==> src/rtl/playback_pkg.sv <==
// Shared types and constants for the sample playback engine.
package playback_pkg;

    // Playback controller states.
    typedef enum logic [2:0] {
        IDLE      = 3'd0,
        REQ       = 3'd1,
        WAIT_DATA = 3'd2,
        PLAY      = 3'd3,
        DRAIN     = 3'd4,
        DONE      = 3'd5
    } state_t;

    // One flash word carries this many samples, byte 0 played first.
    localparam int unsigned SAMPLES_PER_WORD = 4;

    // Signed mid-scale output driven after a clip ends.
    localparam int unsigned SILENCE = 0;

    // Width of the saturating underrun counter (optional feature).
    localparam int unsigned UNDERRUN_W = 16;

endpackage

==> src/rtl/sample_playback_engine_edge_sync_detect.sv <==
// Two-flop synchroniser followed by a registered rising-edge pulse.
// A rising edge on async_in gives a one-cycle pulse three clocks later.
module edge_sync_detect (
    input  logic clock_in,
    input  logic reset,
    input  logic async_in,
    output logic pulse
);

    logic sync_1;
    logic sync_2;
    logic sync_prev;

    // Synchronise the asynchronous level and register the edge pulse.
    always_ff @(posedge clock_in) begin
        if (reset) begin
            sync_1    <= 1'b0;
            sync_2    <= 1'b0;
            sync_prev <= 1'b0;
            pulse     <= 1'b0;
        end else begin
            sync_1    <= async_in;
            sync_2    <= sync_1;
            sync_prev <= sync_2;
            pulse     <= sync_2 & ~sync_prev;
        end
    end

endmodule

==> src/rtl/sample_playback_engine.sv <==
// Streams one clip of signed samples from flash to the DAC, one sample
// per divided sample-clock tick, four samples per 32-bit flash word.
// Optional build macro: UNDERRUN_CNT_EN adds the underrun_count output.
module sample_playback_engine
    import playback_pkg::*;
#(
    parameter int unsigned ADDR_W   = 23,
    parameter int unsigned SAMPLE_W = 8
) (
    input  logic                               clock_in,
    input  logic                               reset,
    input  logic                               sample_clk,
    input  logic                               start,
    input  logic                               stop,
    input  logic [ADDR_W-1:0]                  start_addr,
    input  logic [ADDR_W-1:0]                  end_addr,
    output logic                               busy,
    output logic                               done,
    output logic                               flash_read,
    output logic [ADDR_W-1:0]                  flash_addr,
    input  logic                               flash_waitrequest,
    input  logic [SAMPLES_PER_WORD*SAMPLE_W-1:0] flash_readdata,
    input  logic                               flash_readdatavalid,
    output logic [SAMPLE_W-1:0]                audio_out,
    output logic                               audio_valid
`ifdef UNDERRUN_CNT_EN
    ,
    output logic [UNDERRUN_W-1:0]              underrun_count
`endif
);

    localparam int unsigned IDX_W = $clog2(SAMPLES_PER_WORD);
    localparam logic [IDX_W-1:0] LAST_IDX = IDX_W'(SAMPLES_PER_WORD - 1);

    typedef logic [SAMPLES_PER_WORD-1:0][SAMPLE_W-1:0] word_t;

    state_t              state, state_n;
    logic [ADDR_W-1:0]   addr, addr_n;
    logic [ADDR_W-1:0]   end_reg, end_n;
    word_t               word, word_n;
    logic [IDX_W-1:0]    byte_idx, byte_idx_n;
    logic                abort, abort_n;
    logic [SAMPLE_W-1:0] audio_out_n;
    logic                audio_valid_n;
    logic                done_n;
    logic                busy_n;
    logic                flash_read_n;
    logic [ADDR_W-1:0]   flash_addr_n;
    logic                tick;

    edge_sync_detect u_tick (
        .clock_in (clock_in),
        .reset    (reset),
        .async_in (sample_clk),
        .pulse    (tick)
    );

    // State register and registered outputs.
    always_ff @(posedge clock_in) begin
        if (reset) begin
            state       <= IDLE;
            addr        <= '0;
            end_reg     <= '0;
            word        <= '0;
            byte_idx    <= '0;
            abort       <= 1'b0;
            audio_out   <= '0;
            audio_valid <= 1'b0;
            done        <= 1'b0;
            busy        <= 1'b0;
            flash_read  <= 1'b0;
            flash_addr  <= '0;
        end else begin
            state       <= state_n;
            addr        <= addr_n;
            end_reg     <= end_n;
            word        <= word_n;
            byte_idx    <= byte_idx_n;
            abort       <= abort_n;
            audio_out   <= audio_out_n;
            audio_valid <= audio_valid_n;
            done        <= done_n;
            busy        <= busy_n;
            flash_read  <= flash_read_n;
            flash_addr  <= flash_addr_n;
        end
    end

    // Next-state and next-output logic.
    always_comb begin
        state_n       = state;
        addr_n        = addr;
        end_n         = end_reg;
        word_n        = word;
        byte_idx_n    = byte_idx;
        abort_n       = abort;
        audio_out_n   = audio_out;
        audio_valid_n = 1'b0;

        case (state)
            IDLE: begin
                if (start) begin
                    addr_n  = start_addr;
                    end_n   = end_addr;
                    abort_n = 1'b0;
                    state_n = (start_addr > end_addr) ? DONE : REQ;
                end
            end

            REQ: begin
                // An abort must still complete the handshake already on the bus.
                if (stop) begin
                    abort_n = 1'b1;
                end
                if (!flash_waitrequest) begin
                    state_n = (abort || stop) ? DRAIN : WAIT_DATA;
                end
            end

            WAIT_DATA: begin
                if (stop) begin
                    // Data arriving with the stop needs no draining.
                    state_n = flash_readdatavalid ? DONE : DRAIN;
                end else if (flash_readdatavalid) begin
                    word_n     = word_t'(flash_readdata);
                    byte_idx_n = '0;
                    state_n    = PLAY;
                end
            end

            PLAY: begin
                if (tick) begin
                    audio_out_n   = word[byte_idx];
                    audio_valid_n = 1'b1;
                    byte_idx_n    = byte_idx + 1'b1;
                    if (byte_idx == LAST_IDX) begin
                        if (stop || (addr == end_reg)) begin
                            state_n = DONE;
                        end else begin
                            addr_n  = addr + 1'b1;
                            state_n = REQ;
                        end
                    end else if (stop) begin
                        state_n = DONE;
                    end
                end else if (stop) begin
                    state_n = DONE;
                end
            end

            DRAIN: begin
                if (flash_readdatavalid) begin
                    state_n = DONE;
                end
            end

            DONE: begin
                audio_out_n = SAMPLE_W'(SILENCE);
                state_n     = IDLE;
            end

            default: begin
                state_n = IDLE;
            end
        endcase

        flash_read_n = (state_n == REQ);
        flash_addr_n = (state_n == REQ) ? addr_n : flash_addr;
        busy_n       = (state_n != IDLE);
        done_n       = (state_n == DONE);
    end

`ifdef UNDERRUN_CNT_EN
    // Count ticks that arrive while no sample is available; saturates.
    always_ff @(posedge clock_in) begin
        if (reset) begin
            underrun_count <= '0;
        end else if ((state == IDLE) && start) begin
            underrun_count <= '0;
        end else if (tick && ((state == REQ) || (state == WAIT_DATA))
                     && (underrun_count != {UNDERRUN_W{1'b1}})) begin
            underrun_count <= underrun_count + 1'b1;
        end
    end
`endif

endmodule

==> config.mk <==
export PLATFORM = sky130hd
export DESIGN_NAME = sample_playback_engine
export DESIGN_NICKNAME = d
export VERILOG_FILES = /design/src/rtl/playback_pkg.sv /design/src/rtl/sample_playback_engine_edge_sync_detect.sv /design/src/rtl/sample_playback_engine.sv
export SDC_FILE = /design/constraint.sdc
export NUM_CORES = 1
export LEC_CHECK = 0
export CAP_MARGIN = 10
export CORE_UTILIZATION = 55
export CTS_BUF_LIST = sky130_fd_sc_hd__clkbuf_8
export DETAILED_ROUTE_END_ITERATION = 10
export DONT_BUFFER_PORTS = 1
export GPL_ROUTABILITY_DRIVEN = 0
export HOLD_SLACK_MARGIN = 0.06
export PLACE_DENSITY = 0.78
export SETUP_SLACK_MARGIN = 0.1
export SYNTH_ARGS = -nofsm -noshare
export SYNTH_HDL_FRONTEND = slang
export SYNTH_HIERARCHICAL = 1
export SYNTH_SLANG_ARGS = --single-unit
==> constraint.sdc <==
create_clock -name clock_in -period 3 [get_ports clock_in]
set_input_delay 0.45 -clock clock_in [delete_from_list [all_inputs] [get_ports clock_in]]
set_output_delay 0.45 -clock clock_in [all_outputs]
set_load 0.03 [all_outputs]
### After elaboration in Yosys (flattened, before gate mapping)

Cells that the tools add are included.

* flip-flop bits (word level): 123

* add/subtract/negate cells: 2
* magnitude comparators: 2
* eq/ne operators: 14
* multiplexer cells: 30
* bitwise operators: 4
* reductions and logical operators: 13

Operators by type and width (number)
* 23-bit 2-to-1 mux: 4
* 23-bit case mux with 2 select lines: 1
* 3-bit 2-to-1 mux: 11
* 23-bit by 1-bit adder with 23-bit output, second input constant: 1
* 23-bit == test: 1
* 23-bit > comparator: 1
* 8-bit binary-select mux with 2-bit select: 1
* 8-bit 2-to-1 mux: 2
* 8-bit case mux with 2 select lines: 1
* 3-bit case mux with 5 select lines: 1
* 3-bit == test, second input constant: 3
* 2-bit inequality test, second input constant: 4
* 3-bit by 1-bit == test with 1-bit output, second input constant: 2
* 3-bit by 2-bit == test with 1-bit output, second input constant: 2
* 2-bit 2-to-1 mux: 3
* 3-bit AND reduction: 2
* 2-bit nonzero test: 3
* 1-bit 2-to-1 mux: 4
* 2-bit case mux with 2 select lines: 1
* 2-bit AND reduction: 2
* 4-bit AND reduction: 1
* 3-bit logical NOT: 1
* 2-bit by 3-bit less-than comparator with 1-bit output, second input constant: 1
* 1-bit inverter: 3
* other kinds (8): 9

### Depth between registers and ports, before layout

* depth after elaboration: 7
* depth in mapped cells: 11

### By module

Netlist, hierarchy kept.

By module, submodules not included
* sample_playback_engine: times used 1, cells an instance 734, area each 6095.8 um2, sequential area each 2382.3 um2
* edge_sync_detect: times used 1, cells an instance 8, area each 111.4 um2, sequential area each 80.1 um2

### Least setup slack after synthesis

OpenSTA, ideal clock, no wires.

* path kind: input -> register
* from: in end_addr[13]
* to: reg flash_addr[13]
* arrival time: 2.536 ns
* required time: 2.877 ns
* setup slack: 0.341 ns
* cell stages on the path: 9
* path buffers: 1
* path through: inv_1 ha_1 nand4_1 or4_1 or4_1 nand4_1 and2_1 buf_6 mux2_1

* cells in the longest elaborated chain, start to end: 5

Ends and longest elaborated chain
* start: declaration: RTL line sample_playback_engine.sv:16 `input logic [ADDR_W-1:0] end_addr,`
* 23-bit > comparator: RTL line sample_playback_engine.sv:106 `state_n = (start_addr > end_addr) ? DONE : REQ;`
* 3-bit 2-to-1 mux: RTL line sample_playback_engine.sv:106
* 3-bit 2-to-1 mux: RTL line sample_playback_engine.sv:102 `if (start) begin`
* 3-bit case mux with 5 select lines: RTL line sample_playback_engine.sv:100 `case (state)`
* 3-bit by 1-bit == test with 1-bit output: RTL line sample_playback_engine.sv:168 `flash_addr_n = (state_n == REQ) ? addr_n : flash_addr;`
* end signal: assignment: RTL line sample_playback_engine.sv:85 `flash_addr <= flash_addr_n;`
* end: declaration: RTL line sample_playback_engine.sv:20 `output logic [ADDR_W-1:0] flash_addr,`

Every way passes these cells.
A chain may end at the register's enable or synchronous reset.

### Final worst setup path

* from: reg addr[9]
* to: reg flash_addr[4]

* cells in the longest elaborated chain, start to end: 7

Ends and longest elaborated chain
* start: declaration: RTL line sample_playback_engine.sv:38 `logic [ADDR_W-1:0] addr, addr_n;`
* start signal: assignment: RTL line sample_playback_engine.sv:75 `addr <= addr_n;`
* 23-bit == test (*): RTL line sample_playback_engine.sv:137 `if (stop || (addr == end_reg)) begin`
* 1-bit logical OR (*): RTL line sample_playback_engine.sv:137
* 3-bit 2-to-1 mux: RTL line sample_playback_engine.sv:137
* 3-bit 2-to-1 mux: RTL line sample_playback_engine.sv:136 `if (byte_idx == LAST_IDX) begin`
* 3-bit 2-to-1 mux: RTL line sample_playback_engine.sv:132 `if (tick) begin`
* 3-bit case mux with 5 select lines: RTL line sample_playback_engine.sv:100
* 3-bit by 1-bit == test with 1-bit output: RTL line sample_playback_engine.sv:168

Mark *: on every way between the ends. The rest lies on a longest branch, timed or not.

==> results.py <==
metrics = {
    "synth": {
        "synthCells": 742,
        "netlist_top_cells_area": "dfxtp_1 (40%), nand2_1 (8.6%), a21oi_1 (7.8%)",
        "syn_area_um2": 6210,
        "synthAdderAreaFrac": 0.0504,
        "synthArstFlopShare": 0,
        "yosys.cell_count.top_type": "nand2_1",
        "yosysSeqAreaShare": 0.397,
        "ys_top_cells_by_count": "nand2_1 (143), dfxtp_1 (123), a21oi_1 (97)",
        "ys_warn_count": 6,
        "synth_compound_area_frac": 0.211,
        "synth-simple-area-share": 0.214,
        "synth.distinct_cells": 57,
        "synth.area.mux_share": 0.0375,
        "synth-edff-count": 0,
        "syn_nets": 852,
        "yosysTopAreaCell": "dfxtp_1",
        "ys.flop_type": "dfxtp_1",
        "synth_xor_area_frac": 0.0351,
        "synth_top_area_frac": 0.397,
        "synth_top_family_by_area": "simple AND/OR/NAND/NOR gates",
        "avgSynthCellArea_um2": 8.37,
        "synth-seq-cells": 123,
    },
    "cells_and_area": {
        "fillers": 948,
        "area_growth_pct": 9.55,
        "largest_reg_flops": 32,
        "final_nets": 852,
        "finalNonFillerCells": 894,
        "antenna_cells": 0,
        "regMostFlops": "word",
        "drive_gt1_frac": 0.121,
    },
    "clocking": {
        "clk_path_buf_depth": 2,
        "clk_latency_ps": 440,
        "cts_buffers": 17,
        "clkSlewWorstSetupHoldPaths_ps": 70,
        "post_cts_buffers": 0,
        "root_buffer": "clkbuf_8",
        "clkSinkCount": 123,
        "h-tree-depth": 4,
        "cts_tree": "built",
    },
    "status": {
        "status": "finished, final reports clean",
    },
    "sta": {
        "timing_worst_slew_pin_value_ps": 1030,
        "skew_ps": 9.54,
        "setup_tns_ps": 0,
        "max_freq_mhz": 352,
        "hold_viol_final": 0,
        "finalCriticalPeriod_ps": 2840,
        "setup_viol": 0,
        "slew_violations": 0,
        "slew_headroom": 0.312,
        "fin_crit_sh": 0.947,
        "rsz0062_at_grt": "yes",
    },
    "die": {
        "fp.dieArea_um2": 11700,
        "core_um2": 10900,
        "die_w_um": 108,
        "start_util": 0.568,
        "io_pins": 120,
        "die_h_um": 108,
        "num_rows": 38,
    },
    "worst_setup_path": {
        "crit_type": "flop to flop",
        "cp-start-kind": "flop",
        "cp.arrival_ps": 3150,
        "crit_required_ps": 3310,
        "end_kind": "flop",
        "cp_max_fo": 10,
    },
    "route": {
        "wl_mm": 16.5,
        "vias": 5455,
        "dr.pass1.iters": 5,
        "via_per_inst": 6.10,
        "drt-wirelength-per-cell_um": 18.5,
        "drtIter0Drc": 363,
        "drc": 0,
        "ant_nets": 0,
    },
    "power": {
        "sw_frac_of_total": 0.327,
        "pwr-share-clk": 0.348,
        "p_leak_nw": 2.56,
        "power_frac_seq": 0.467,
        "vdd_ir_drop_max_mv": 0.378,
        "comb_power_share": 0.185,
        "p_int_mw": 3.05,
        "netSwitchingPower_mw": 1.48,
        "pwr_density_cell_nw_per_um2": 667,
    },
    "placed_design": {
        "post-place-cells": 861,
        "port-buffer-count": 0,
        "dp_hpwl_mm": 11.9,
    },
    "global_route": {
        "grtUsageMet1": 0.349,
        "grt.overflow.total": 0,
        "use_met2": 0.462,
        "top_usage_layer": "met2",
        "first_global_vias": 5158,
        "grt_pass1_wl_mm": 25.2,
        "antenna_found_initial": 0,
        "grt_util_met3": 0.0814,
        "track_usage": 0.284,
        "grt_max_degree": 112,
    },
    "worst_hold_path": {
        "worstHoldPathType": "input pin to flop",
    },
    "run": {
        "drv_cap": 0,
    },
}
==> layer usage <==
layer,part of all wire,vias up
li1,-,2620
met1,0.41,2558
met2,0.48,249
met3,0.090,28
met4,0.025,0
met5,0,-
==> power groups by stage <==
stage	Combinational, mW	Clock [mW]	Sequential (mW)
2_1_floorplan	0.688	0	2.09
3_3_place_gp	0.790	0	2.15
3_5_place_dp	0.823	0	2.15
4_1_cts	0.831	1.60	2.12
5_1_grt	0.920	1.66	2.13
6_report	0.840	1.58	2.12
==> final timing paths <==
kind         slack, ps        startpoint            end  depth (start not counted)
max reg2reg        160           addr[9]  flash_addr[4]                          8
min reg2reg        400  u_tick/sync_prev   u_tick/pulse                          1
min                 80             reset       word[17]                          1
max                160           addr[9]  flash_addr[4]                          8
==> worst max-delay path: stages, from the launching register on <==
cell and delay (ps):
dfxtp_1 340, xnor2_1 250, nand4_1 240, nor4_4 570
a211oi_2 260, buf_4 240, and3b_1 180, a211oi_1 470
a211oi_2 140
==> cell type report <==
type	count	area, um^2	share of cell area
Multi-Input combinational cell	539	3410	0.501
Sequential cell	123	2460	0.362
Clock buffer	18	248	0.0364
Timing Repair Buffer	26	200	0.0294
Clock inverter	13	176	0.0259
Tap cell	140	175	0.0258
Inverter	35	131	0.0193
==> cell families after synthesis <==
kind of cell | Yosys count
buf+inv | 80
simple gates | 285
flops | 123
compound gates | 192
mux | 13
fa+ha+maj | 25
xor+xnor | 24
==> through the flow <==
step	cell area (um^2)	setup slack (ps)	utilization	power [mW]	hold slack, ps
6_report	6800	160	0.622	4.54	75.1
5_1_grt	6800	98.4	0.622	4.71	64.9
4_1_cts	6790	240	0.621	4.54	60.7
3_5_place_dp	6350	114	0.581	2.97	392
3_3_place_gp	6350	184	0.581	2.94	392
2_1_floorplan	6210	341	-	2.78	387
==> repair_timing <==
| item | in CTS | in global routing |
|---|---|---|
| hold buffers | 1 | 1 |
| resized for setup | 0 | 1 |
| hold endpoints to repair | 9 | 13 |
| setup endpoints to repair | 0 | 2 |
==> cells in the final DEF, fill, tap and decap left out, types with 4 or more instances in the layout <==
master	synthesis	routed
a211oi_2	20	20
nand4_1	16	16
nor3_1	10	10
a311oi_1	4	4
a22o_1	9	9
nand2_1	143	143
a31oi_1	10	10
and4_1	6	6
o21ai_0	13	13
a22oi_1	10	10
inv_1	35	36
xnor2_1	19	19
and3_1	13	13
nor2b_1	10	10
buf_4	0	24
mux4_2	8	8
xor2_1	4	4
a21oi_1	97	97
ha_1	25	25
dfxtp_1	123	123
nor2_1	53	53
nand3_1	9	9
clkinvlp_4	0	5
bufinv_16	0	4
clkbuf_8	0	18
a221oi_1	4	4
a211oi_1	6	6
and2_1	8	8
Power figures use the tool's default switching activity.
==> RTL edit (config.mk and constraints unchanged) <==
Re-encode `state_t` (6 states) as Gray code, 3 bits wide.
--- a/src/rtl/playback_pkg.sv
+++ b/src/rtl/playback_pkg.sv
@@ -5,8 +5,8 @@
     typedef enum logic [2:0] {
-        IDLE      = 3'd0,
-        REQ       = 3'd1,
-        WAIT_DATA = 3'd2,
-        PLAY      = 3'd3,
-        DRAIN     = 3'd4,
-        DONE      = 3'd5
+        IDLE      = 3'b000,
+        REQ       = 3'b001,
+        WAIT_DATA = 3'b011,
+        PLAY      = 3'b010,
+        DRAIN     = 3'b110,
+        DONE      = 3'b111
     } state_t;
Check against the original RTL: no difference found for any inputs over 10 cycles, from zero or initial values and one cycle with reset high; not proved beyond that.
==> RTL edit against the original RTL <==
  * Non-clock buffer count down 12
  * Cell count down 2.6%
  * Synthesized area up 0.24%
  * Sequential cell count unchanged
  * Design area down 0.88%
  * Sequential power up 6%
  * Hold slack better by 41 ps
  * Global-route usage up 1.3 points
  * Total power up 9.3%
  * Maximum frequency down 0.51%
  * Wire length up 0.54%
  * Die area up 0.24%
  * Worst setup slack worse by 14 ps
  * Critical endpoint is now flash_addr[3]$_SDFFE_PP0N_
  * Largest cell class unchanged
==> RTL edit: results (changes against the original RTL) <==
outcome finished, final reports clean; Slew HR 34.4% (+3.2 points); Final Util 61.6% (-0.55 points); worst r2r path cells 7 (-1); vias after detailed routing 5398 (-1.0%); Final HPWL DP 12.1 mm (+1.4%); FF-to-FF End flash_addr[3]$_SDFFE_PP0N_; global-route wire length before repair 26.4 mm (+4.6%); worst skew pair latency 460 ps (+20 ps); Worst path slowest cell o21ai_1; critical path fanouts, max 9 (-1); placed inst area 6280 um^2 (-1.1%); Sw Pwr 1.81 mW (+22%); commonest cells in the netlist nand2_1, dfxtp_1, a21oi_1, nor2_1, clkbuf_1; leakage power 2.62 nW (+2.2%); WL final 16.6 mm (+0.54%); worst hold slack 116 ps (+40.7 ps); Initial DRC Count 444 (+22%); fin nets 828 (-2.8%); GR Util All Layers 29.7% (+1.3 points); syn_nets 842 (-1.2%); hold wc startpoint flash_readdata[19]; top area cells in the synthesized netlist dfxtp_1, nand2_1, a21oi_1, ha_1, a211oi_2; metal2 WL 8.15 mm (+3.4%); r2r startpoint addr[1]$_SDFF_PP0_; largest net degree at the start of global routing 120 (+7.1%); Hold Path End word[19]$_SDFFE_PP0P_; CP arrival 3180 ps (+30 ps); number of global-route vias before repair 5313 (+3.0%); CP peak stage delay 640 ps (+70 ps); worst hold path stage count 2 (+1); Seq/Total Area, Yosys 39.6% (-0.096 points); clock skew 10.2 ps (+0.713 ps)
-- RTL edit: timing repair --
action | 4_1_cts | 5_1_grt
hold buffers | 1 | 0
endpoints found under the setup margin | 0 | 3
hold endpoints to repair | 119 | 0
setup buffers | 0 | 0
-- RTL edit: layout make-up --
cell class | instances | area, um^2
Multi-Input combinational cell | 534 | 3440
Clock buffer | 19 | 262
Fill cell | 957 | 4200
Inverter | 28 | 105
Timing Repair Buffer | 14 | 125
Tap cell | 140 | 175
Clock inverter | 13 | 168
Sequential cell | 123 | 2460
-- RTL edit: power groups by stage --
stage | logic [mW] | registers [mW] | clock network, mW
CTS | 1.13 | 2.24 | 1.59
finish | 1.15 | 2.25 | 1.57
global route | 1.25 | 2.27 | 1.66
detailed placement | 1.09 | 2.28 | 0
floorplan | 0.931 | 2.20 | 0
global placement | 1.04 | 2.27 | 0
-- RTL edit: metal layers --
| layer | up-vias | GRT usage (%) |
|---|---|---|
| met3 | 60 | 11.3 |
| met2 | 240 | 49.8 |
| met5 | - | 0 |
| li1 | 2575 | - |
| met1 | 2523 | 32.3 |
| met4 | 0 | 16.3 |
-- RTL edit: logic make-up after synthesis --
logic type,share of synthesized area [%]
simple gates,20.5
compound gates,22.5
xor+xnor,3.52
buf+inv,5.29
mux,3.54
flops,39.6
fa+ha+maj,5.03
-- RTL edit: how the worst max path moves through the flow --
stage | slack [ps] | startpoint | depth (start not counted) | endpoint
finish | 150 | addr[1]$_SDFF_PP0_ | 7 | flash_addr[3]$_SDFFE_PP0N_
CTS | 310 | addr[1]$_SDFF_PP0_ | 8 | flash_addr[18]$_SDFFE_PP0N_
global placement | 330 | end_addr[18] | 11 | flash_addr[8]$_SDFFE_PP0N_
detailed placement | 320 | end_addr[20] | 10 | flash_addr[7]$_SDFFE_PP0N_
floorplan | 680 | end_addr[20] | 10 | flash_addr[5]$_SDFFE_PP0N_
global route | 70 | addr[1]$_SDFF_PP0_ | 7 | flash_addr[3]$_SDFFE_PP0N_
-- RTL edit: per-stage QoR --
step / power [mW] / worst slack [ps] / std cells
5_1_grt: 5.18 / 74.2 / 871
2_1_floorplan: 3.13 / 676 / 732
3_3_place_gp: 3.31 / 326 / 838
3_5_place_dp: 3.37 / 319 / 838
4_1_cts: 4.96 / 307 / 871
6_report: 4.96 / 146 / 871
